===== config.mk =====
export PLATFORM = sky130hd
export DESIGN_NAME = bch_decode_ctrl
export DESIGN_NICKNAME = d
export VERILOG_FILES = /design/src/rtl/bch_decode_ctrl.sv
export SDC_FILE = /design/constraint.sdc
export NUM_CORES = 1
export LEC_CHECK = 0
export CELL_PAD_IN_SITES_DETAIL_PLACEMENT = 1
export CELL_PAD_IN_SITES_GLOBAL_PLACEMENT = 2
export CORE_MARGIN = 2
export CORE_UTILIZATION = 42
export CTS_CLUSTER_DIAMETER = 50
export CTS_CLUSTER_SIZE = 14
export DETAILED_ROUTE_END_ITERATION = 10
export DONT_BUFFER_PORTS = 1
export GPL_TIMING_DRIVEN = 0
export PLACE_DENSITY_LB_ADDON = 0.1
export SLEW_MARGIN = 30
export SYNTH_ARGS = -nofsm -noshare
export SYNTH_HDL_FRONTEND = slang
export SYNTH_SLANG_ARGS = --single-unit

===== constraint.sdc =====
create_clock -name clk -period 7.7 [get_ports clk]
set_clock_uncertainty 0.1 [all_clocks]
set_input_delay 0.385 -clock clk [delete_from_list [all_inputs] [get_ports clk]]
set_output_delay 0.385 -clock clk [all_outputs]
set_load 0.005 [all_outputs]

===== src/rtl/bch_decode_ctrl.sv =====
// bch_decode_ctrl: sequential BCH(63,51) t=2 decoder over GF(2^6), x^6+x+1.
// Bit-serial S1/S3 syndromes, single-step key equation, 63-cycle Chien search.
// Optional macro BCH_CTRL_FASTPATH_EN: zero-syndrome words skip the Chien search.
// Ports:
//   clk, rst_n                 clock, async active-low reset
//   in_valid/in_ready/in_data  received word (bit i = coefficient of x^i)
//   out_valid/out_ready        result handshake
//   out_data                   corrected word (original word when out_fail)
//   out_err_cnt, out_fail      bits corrected (0..2), uncorrectable flag
//   cnt_clear                  synchronous clear of the statistics counters
//   cnt_corr, cnt_fail         saturating corrected / failed word counters
module bch_decode_ctrl #(
  parameter int unsigned STAT_W = 16
) (
  input  logic              clk,
  input  logic              rst_n,
  input  logic              in_valid,
  output logic              in_ready,
  input  logic [62:0]       in_data,
  output logic              out_valid,
  input  logic              out_ready,
  output logic [62:0]       out_data,
  output logic [1:0]        out_err_cnt,
  output logic              out_fail,
  input  logic              cnt_clear,
  output logic [STAT_W-1:0] cnt_corr,
  output logic [STAT_W-1:0] cnt_fail
);

  localparam logic [5:0] ALPHA_INV = 6'b100001;
  localparam logic [5:0] LAST_IDX  = 6'd62;

  typedef enum logic [2:0] {IDLE, SYND, KEY, CHIEN, DONE} state_e;

  // Multiply by alpha
  function automatic logic [5:0] gf_mul_a(input logic [5:0] s);
    return {s[4:0], 1'b0} ^ {4'b0000, s[5], s[5]};
  endfunction

  // General GF(2^6) multiply: carry-less product then reduce by x^6+x+1
  function automatic logic [5:0] gf_mul(input logic [5:0] a, input logic [5:0] b);
    logic [10:0] p;
    p = '0;
    for (int k = 0; k < 6; k++)
      if (b[k]) p = p ^ (11'(a) << k);
    for (int k = 10; k >= 6; k--)
      if (p[k]) p = p ^ (11'(7'b1000011) << (k - 6));
    return p[5:0];
  endfunction

  // Multiplicative inverse table; entry 0 is a don't-care
  function automatic logic [5:0] gf_inv(input logic [5:0] v);
    logic [5:0] r;
    case (v)
      6'h01: r = 6'h01; 6'h02: r = 6'h21; 6'h03: r = 6'h3E; 6'h04: r = 6'h31;
      6'h05: r = 6'h2B; 6'h06: r = 6'h1F; 6'h07: r = 6'h2C; 6'h08: r = 6'h39;
      6'h09: r = 6'h25; 6'h0A: r = 6'h34; 6'h0B: r = 6'h1C; 6'h0C: r = 6'h2E;
      6'h0D: r = 6'h28; 6'h0E: r = 6'h16; 6'h0F: r = 6'h19; 6'h10: r = 6'h3D;
      6'h11: r = 6'h36; 6'h12: r = 6'h33; 6'h13: r = 6'h27; 6'h14: r = 6'h1A;
      6'h15: r = 6'h23; 6'h16: r = 6'h0E; 6'h17: r = 6'h18; 6'h18: r = 6'h17;
      6'h19: r = 6'h0F; 6'h1A: r = 6'h14; 6'h1B: r = 6'h22; 6'h1C: r = 6'h0B;
      6'h1D: r = 6'h35; 6'h1E: r = 6'h2D; 6'h1F: r = 6'h06; 6'h20: r = 6'h3F;
      6'h21: r = 6'h02; 6'h22: r = 6'h1B; 6'h23: r = 6'h15; 6'h24: r = 6'h38;
      6'h25: r = 6'h09; 6'h26: r = 6'h32; 6'h27: r = 6'h13; 6'h28: r = 6'h0D;
      6'h29: r = 6'h2F; 6'h2A: r = 6'h30; 6'h2B: r = 6'h05; 6'h2C: r = 6'h07;
      6'h2D: r = 6'h1E; 6'h2E: r = 6'h0C; 6'h2F: r = 6'h29; 6'h30: r = 6'h2A;
      6'h31: r = 6'h04; 6'h32: r = 6'h26; 6'h33: r = 6'h12; 6'h34: r = 6'h0A;
      6'h35: r = 6'h1D; 6'h36: r = 6'h11; 6'h37: r = 6'h3C; 6'h38: r = 6'h24;
      6'h39: r = 6'h08; 6'h3A: r = 6'h3B; 6'h3B: r = 6'h3A; 6'h3C: r = 6'h37;
      6'h3D: r = 6'h10; 6'h3E: r = 6'h03; 6'h3F: r = 6'h20;
      default: r = 6'h00;
    endcase
    return r;
  endfunction

  state_e              state_q, state_d;
  logic [62:0]         word_q, word_d;       // received word, kept for fail restore
  logic [62:0]         corr_q, corr_d;       // working corrected word
  logic [5:0]          s1_q, s1_d, s3_q, s3_d;
  logic [5:0]          sig1_q, sig1_d, sig2_q, sig2_d;
  logic [5:0]          x_q, x_d;
  logic [5:0]          idx_q, idx_d;
  logic [1:0]          roots_q, roots_d, exp_roots_q, exp_roots_d;
  logic                fail_q, fail_d;
  logic                in_ready_q, in_ready_d;
  logic                out_valid_q, out_valid_d;
  logic [62:0]         out_data_q, out_data_d;
  logic [1:0]          out_err_cnt_q, out_err_cnt_d;
  logic                out_fail_q, out_fail_d;
  logic [STAT_W-1:0]   cnt_corr_q, cnt_corr_d, cnt_fail_q, cnt_fail_d;

  logic [5:0]          s1_sq, s1_cube, chien_sum;
  logic                hit, end_fail, handshake;
  logic [1:0]          roots_inc;
  logic [62:0]         corr_flip;

  // Next-state and output logic
  always_comb begin
    state_d       = state_q;
    word_d        = word_q;
    corr_d        = corr_q;
    s1_d          = s1_q;
    s3_d          = s3_q;
    sig1_d        = sig1_q;
    sig2_d        = sig2_q;
    x_d           = x_q;
    idx_d         = idx_q;
    roots_d       = roots_q;
    exp_roots_d   = exp_roots_q;
    fail_d        = fail_q;
    in_ready_d    = in_ready_q;
    out_valid_d   = out_valid_q;
    out_data_d    = out_data_q;
    out_err_cnt_d = out_err_cnt_q;
    out_fail_d    = out_fail_q;
    cnt_corr_d    = cnt_corr_q;
    cnt_fail_d    = cnt_fail_q;

    s1_sq     = gf_mul(s1_q, s1_q);
    s1_cube   = gf_mul(s1_sq, s1_q);
    chien_sum = gf_mul(sig1_q, x_q) ^ gf_mul(sig2_q, gf_mul(x_q, x_q));
    // A fail found in KEY suppresses every flip
    hit       = !fail_q && (chien_sum == 6'd1);
    corr_flip = corr_q ^ (63'(hit) << idx_q);
    roots_inc = roots_q + 2'(hit);
    end_fail  = fail_q || (roots_inc != exp_roots_q);
    handshake = out_valid_q && out_ready;

    unique case (state_q)
      IDLE: begin
        if (in_valid && in_ready_q) begin
          word_d     = in_data;
          corr_d     = in_data;
          s1_d       = '0;
          s3_d       = '0;
          idx_d      = LAST_IDX;
          in_ready_d = 1'b0;
          state_d    = SYND;
        end
      end
      // Horner evaluation of r(a) and r(a^3), highest coefficient first
      SYND: begin
        s1_d  = gf_mul_a(s1_q) ^ {5'b0, word_q[idx_q]};
        s3_d  = gf_mul_a(gf_mul_a(gf_mul_a(s3_q))) ^ {5'b0, word_q[idx_q]};
        idx_d = idx_q - 6'd1;
        if (idx_q == 6'd0) state_d = KEY;
      end
      KEY: begin
        x_d         = 6'd1;
        idx_d       = 6'd0;
        roots_d     = 2'd0;
        sig1_d      = s1_q;
        sig2_d      = '0;
        fail_d      = 1'b0;
        exp_roots_d = 2'd0;
        state_d     = CHIEN;
        if (s1_q == 6'd0) begin
          if (s3_q != 6'd0) begin
            fail_d = 1'b1;
          end else begin
`ifdef BCH_CTRL_FASTPATH_EN
            state_d       = DONE;
            out_valid_d   = 1'b1;
            out_data_d    = word_q;
            out_err_cnt_d = 2'd0;
            out_fail_d    = 1'b0;
`endif
          end
        end else if (s3_q == s1_cube) begin
          exp_roots_d = 2'd1;
        end else begin
          sig2_d      = s1_sq ^ gf_mul(s3_q, gf_inv(s1_q));
          exp_roots_d = 2'd2;
        end
      end
      // Step i tests x = a^-i, i.e. whether bit i is an error location
      CHIEN: begin
        corr_d  = corr_flip;
        roots_d = roots_inc;
        x_d     = gf_mul(x_q, ALPHA_INV);
        idx_d   = idx_q + 6'd1;
        if (idx_q == LAST_IDX) begin
          state_d       = DONE;
          out_valid_d   = 1'b1;
          out_fail_d    = end_fail;
          out_data_d    = end_fail ? word_q : corr_flip;
          out_err_cnt_d = end_fail ? 2'd0 : roots_inc;
        end
      end
      DONE: begin
        if (out_ready) begin
          out_valid_d = 1'b0;
          in_ready_d  = 1'b1;
          state_d     = IDLE;
        end
      end
      default: state_d = IDLE;
    endcase

    // Statistics: clear has priority over the handshake increment
    if (cnt_clear) begin
      cnt_corr_d = '0;
      cnt_fail_d = '0;
    end else if (handshake) begin
      if (out_fail_q && (cnt_fail_q != '1))
        cnt_fail_d = cnt_fail_q + STAT_W'(1);
      if (!out_fail_q && (out_err_cnt_q != 2'd0) && (cnt_corr_q != '1))
        cnt_corr_d = cnt_corr_q + STAT_W'(1);
    end
  end

  // State register
  always_ff @(posedge clk or negedge rst_n) begin
    if (!rst_n) begin
      state_q       <= IDLE;
      word_q        <= '0;
      corr_q        <= '0;
      s1_q          <= '0;
      s3_q          <= '0;
      sig1_q        <= '0;
      sig2_q        <= '0;
      x_q           <= '0;
      idx_q         <= '0;
      roots_q       <= '0;
      exp_roots_q   <= '0;
      fail_q        <= 1'b0;
      in_ready_q    <= 1'b1;
      out_valid_q   <= 1'b0;
      out_data_q    <= '0;
      out_err_cnt_q <= '0;
      out_fail_q    <= 1'b0;
      cnt_corr_q    <= '0;
      cnt_fail_q    <= '0;
    end else begin
      state_q       <= state_d;
      word_q        <= word_d;
      corr_q        <= corr_d;
      s1_q          <= s1_d;
      s3_q          <= s3_d;
      sig1_q        <= sig1_d;
      sig2_q        <= sig2_d;
      x_q           <= x_d;
      idx_q         <= idx_d;
      roots_q       <= roots_d;
      exp_roots_q   <= exp_roots_d;
      fail_q        <= fail_d;
      in_ready_q    <= in_ready_d;
      out_valid_q   <= out_valid_d;
      out_data_q    <= out_data_d;
      out_err_cnt_q <= out_err_cnt_d;
      out_fail_q    <= out_fail_d;
      cnt_corr_q    <= cnt_corr_d;
      cnt_fail_q    <= cnt_fail_d;
    end
  end

  assign in_ready    = in_ready_q;
  assign out_valid   = out_valid_q;
  assign out_data    = out_data_q;
  assign out_err_cnt = out_err_cnt_q;
  assign out_fail    = out_fail_q;
  assign cnt_corr    = cnt_corr_q;
  assign cnt_fail    = cnt_fail_q;

endmodule


==> results.md <==
* Highest Clock Rate at 138 MHz
* Worst-skew pair later-pin latency at 560 ps
* IO Pins at 168
* Non-filler instance count after layout at 2744
* RSZ-0062 raised after global routing: no
* Fin nets at 2279
* Post-Syn Area at 17300 sq um
* Setup TNS at 0 ps
* Crit-path max FO at 10
* Synth Area per Inst at 8.34 sq um
* Number of synthesized flops with an enable pin at 0
* Ys async rst share at 1.00
* Hpwl dp at 48.6 mm
* Hold Fails Final Rpt at 0
* CTS Buf Count at 38
* Via count at 16500
* Syn Nets at 2168
* Arrival @ worst endpoint at 7610 ps
* Die Span X at 207 um
* Fin crit share at 0.941
* Cell area after placement at 18000 sq um
* Worst slew pin tran at 1010 ps
* Drt total wl at 67.7 mm
* Final min period at 7240 ps
* Post-DR wirelength/cell at 24.7 um
* Largest net degree at the start of global routing at 271
* Setup violators final at 0
* # DRC at 0
* Total gr overflow at 0
* Antenna Cells at 0
* Vias per cell at 6.00
* Final instance area at 20100 sq um
* Clock slew at the register clock pins of the worst setup and hold paths at 60 ps
* Initial cell density of the core at 0.424
* Num rows at 74
* Total track usage at 0.320
* Max-cap violations at 0
* Clk root buf: clkbuf_16
* Area Growth Syn to Fin at 16.1%
* Die Y at 207 um
* Iteration-0 DRC Markers at 920
* Clock sinks at 270
* Gate Count Post-Synth at 2073
* GP Congestion at 0.920
* Pwr per Cell Area at 167 nW/um^2
* Routed Antenna Nets at 0
* Post-synthesis sequential area ratio at 0.391
* Synth warn at 0
* Outcome: completed
* Core Area at 40700 sq um
* Synth unique cells at 79
* Ys flop type: dfrtp_1
* Htree depth at 2
* DR pass1 iterations at 5
* CTS tree: done
* Die ar. at 42800 sq um
* Share of layout cells above drive strength 1 at 0.0687
* Max_slew headroom at 0.327
* Setup CP Type: flop to flop
* First-pass GRT wire length at 104 mm
* IO buf count at 0
* WP data required at 8070 ps
* Placed cell count at 2607
* Vias in the first global route at 17200
* Initial antenna violation count at 1
* Hold WC Path Type: primary input to flop
* Leakage at 9.06 nW
* Clock Path Buffers at 3
* Element type at the critical path start: flop
* Maximum vdd drop at 0.162 mV
* Setup crit end kind: flop
* Slew Limit Fails at 0
* Yosys reg bits at 270
## per-stage QoR
stage	total power [mW]	worst slack, ps	utilization	hold WS, ps
floorplan	1.45	3030	-	-10.6
global placement	1.45	578	0.441	9.18
detailed placement	1.45	473	0.442	9.47
CTS	3.37	439	0.491	1.79
global route	3.44	148	0.493	18.1
finish	3.35	455	0.493	27.6
## worst max-delay path: stages (launching register included)
cell and delay, ps:
dfrtp_1 510, buf_6 200, inv_2 80, ha_1 220
nor2_1 130, xor2_1 510, nand2_1 170, xnor3_1 440
xnor2_1 210, xnor2_1 170, mux2i_2 790, buf_2 420
nor2_1 130, ha_1 240, xor2_1 350, xor2_1 130
nor3_1 470, clkbuf_1 810, clkbuf_1 680, nand3_1 240
nand3_1 160
## sequential cells by signal (all words and copies together), names as in the netlist, 3 cells and up
| signal | count |
|---|---|
| corr_q | 63 |
| out_data | 63 |
| word_q | 63 |
| cnt_corr | 16 |
| cnt_fail | 16 |
| idx_q | 6 |
| s1_q | 6 |
| s3_q | 6 |
| sig1_q | 6 |
| sig2_q | 6 |
| x_q | 6 |
| state_q | 3 |
## final cells by class
type / count / area, sq um
inverters: 24 / 90.1
well taps: 532 / 666
multi-input cells: 1609 / 9780
fillers: 4925 / 20700
clock inverters: 24 / 288
plain buffers: 170 / 688
repair buffers: 71 / 778
clock buffers: 44 / 1020
flip-flops and latches: 270 / 6760
## cells in the final DEF, fill, tap and decap left out, types with 47 or more instances in the layout
cell type / n
nor3_1: 108
nand3_1: 200
clkbuf_1: 130
nand2_1: 448
and4_1: 48
xnor2_1: 104
xor2_1: 51
dfrtp_1: 269
o21ai_0: 92
dlygate4sd3_1: 66
a211oi_1: 47
or3_1: 53
nor2_1: 123
## final timing paths
path | startpoint | end | slack [ps] | cells past startpoint
max | x_q[5] | out_data[3] | 460 | 20
min | in_valid | state_q[0] | 30 | 2
max reg2reg | x_q[5] | out_data[3] | 460 | 20
min reg2reg | roots_q[0] | roots_q[0] | 380 | 2
max in group asynchronous | rst_n | word_q[47] | 6190 | 3
min in group asynchronous | rst_n | x_q[0] | 300 | 2
## logic make-up (layout without fill, tap and decap cells)
group	Yosys count	count (layout)	share of synthesized area
AOI/OAI and AO/OA	299	299	0.113
xor gates and xnor gates	166	166	0.0917
adders and majority gates	28	28	0.0206
buffers and inverters	194	333	0.0447
DFF	270	270	0.391
muxes	46	46	0.0466
and+or+nand+nor	1070	1070	0.293
## synth_stat cells, types with 9 or more instances
cell | n | area share
a211oi_1 | 47 | 0.020
a21o_1 | 12 | 0.0052
a21oi_1 | 45 | 0.013
a22o_1 | 12 | 0.0061
a311oi_1 | 9 | 0.0046
a31oi_1 | 22 | 0.0080
and3_1 | 19 | 0.0069
and4_1 | 48 | 0.024
buf_1 | 14 | 0.0030
buf_2 | 21 | 0.0061
clkbuf_1 | 132 | 0.029
dfrtp_1 | 269 | 0.39
ha_1 | 26 | 0.019
inv_1 | 21 | 0.0046
mux2i_1 | 15 | 0.0087
mux4_2 | 27 | 0.035
nand2_1 | 448 | 0.097
nand2b_1 | 15 | 0.0054
nand3_1 | 200 | 0.058
nor2_1 | 123 | 0.027
nor2b_1 | 14 | 0.0051
nor3_1 | 110 | 0.032
nor4_1 | 11 | 0.0040
o211ai_1 | 13 | 0.0056
o21ai_0 | 92 | 0.027
or3_1 | 53 | 0.019
xnor2_1 | 105 | 0.053
xor2_1 | 51 | 0.026
## routing by layer
layer,part of all wire,routed length (um),vias up,track usage
met5,0.00016,11,-,0
li1,-,-,7495,-
met1,0.41,27700,8345,0.405
met4,0.047,3150,2,0.142
met3,0.053,3600,156,0.0521
met2,0.49,33200,461,0.540
## power by group
group          switching [mW]  internal (mW)
combinational          0.0480         0.0278
sequential                  0           1.42
clock                   0.727           1.13
total                   0.775           2.58
## timing repair
item / 4_1_cts / 5_1_grt
gates resized for setup: 0 / 0
setup buffers: 0 / 0
hold buffers: 66 / 1
endpoints found under the hold margin: 398 / 54
No activity file was read; power rests on OpenSTA's default activity.
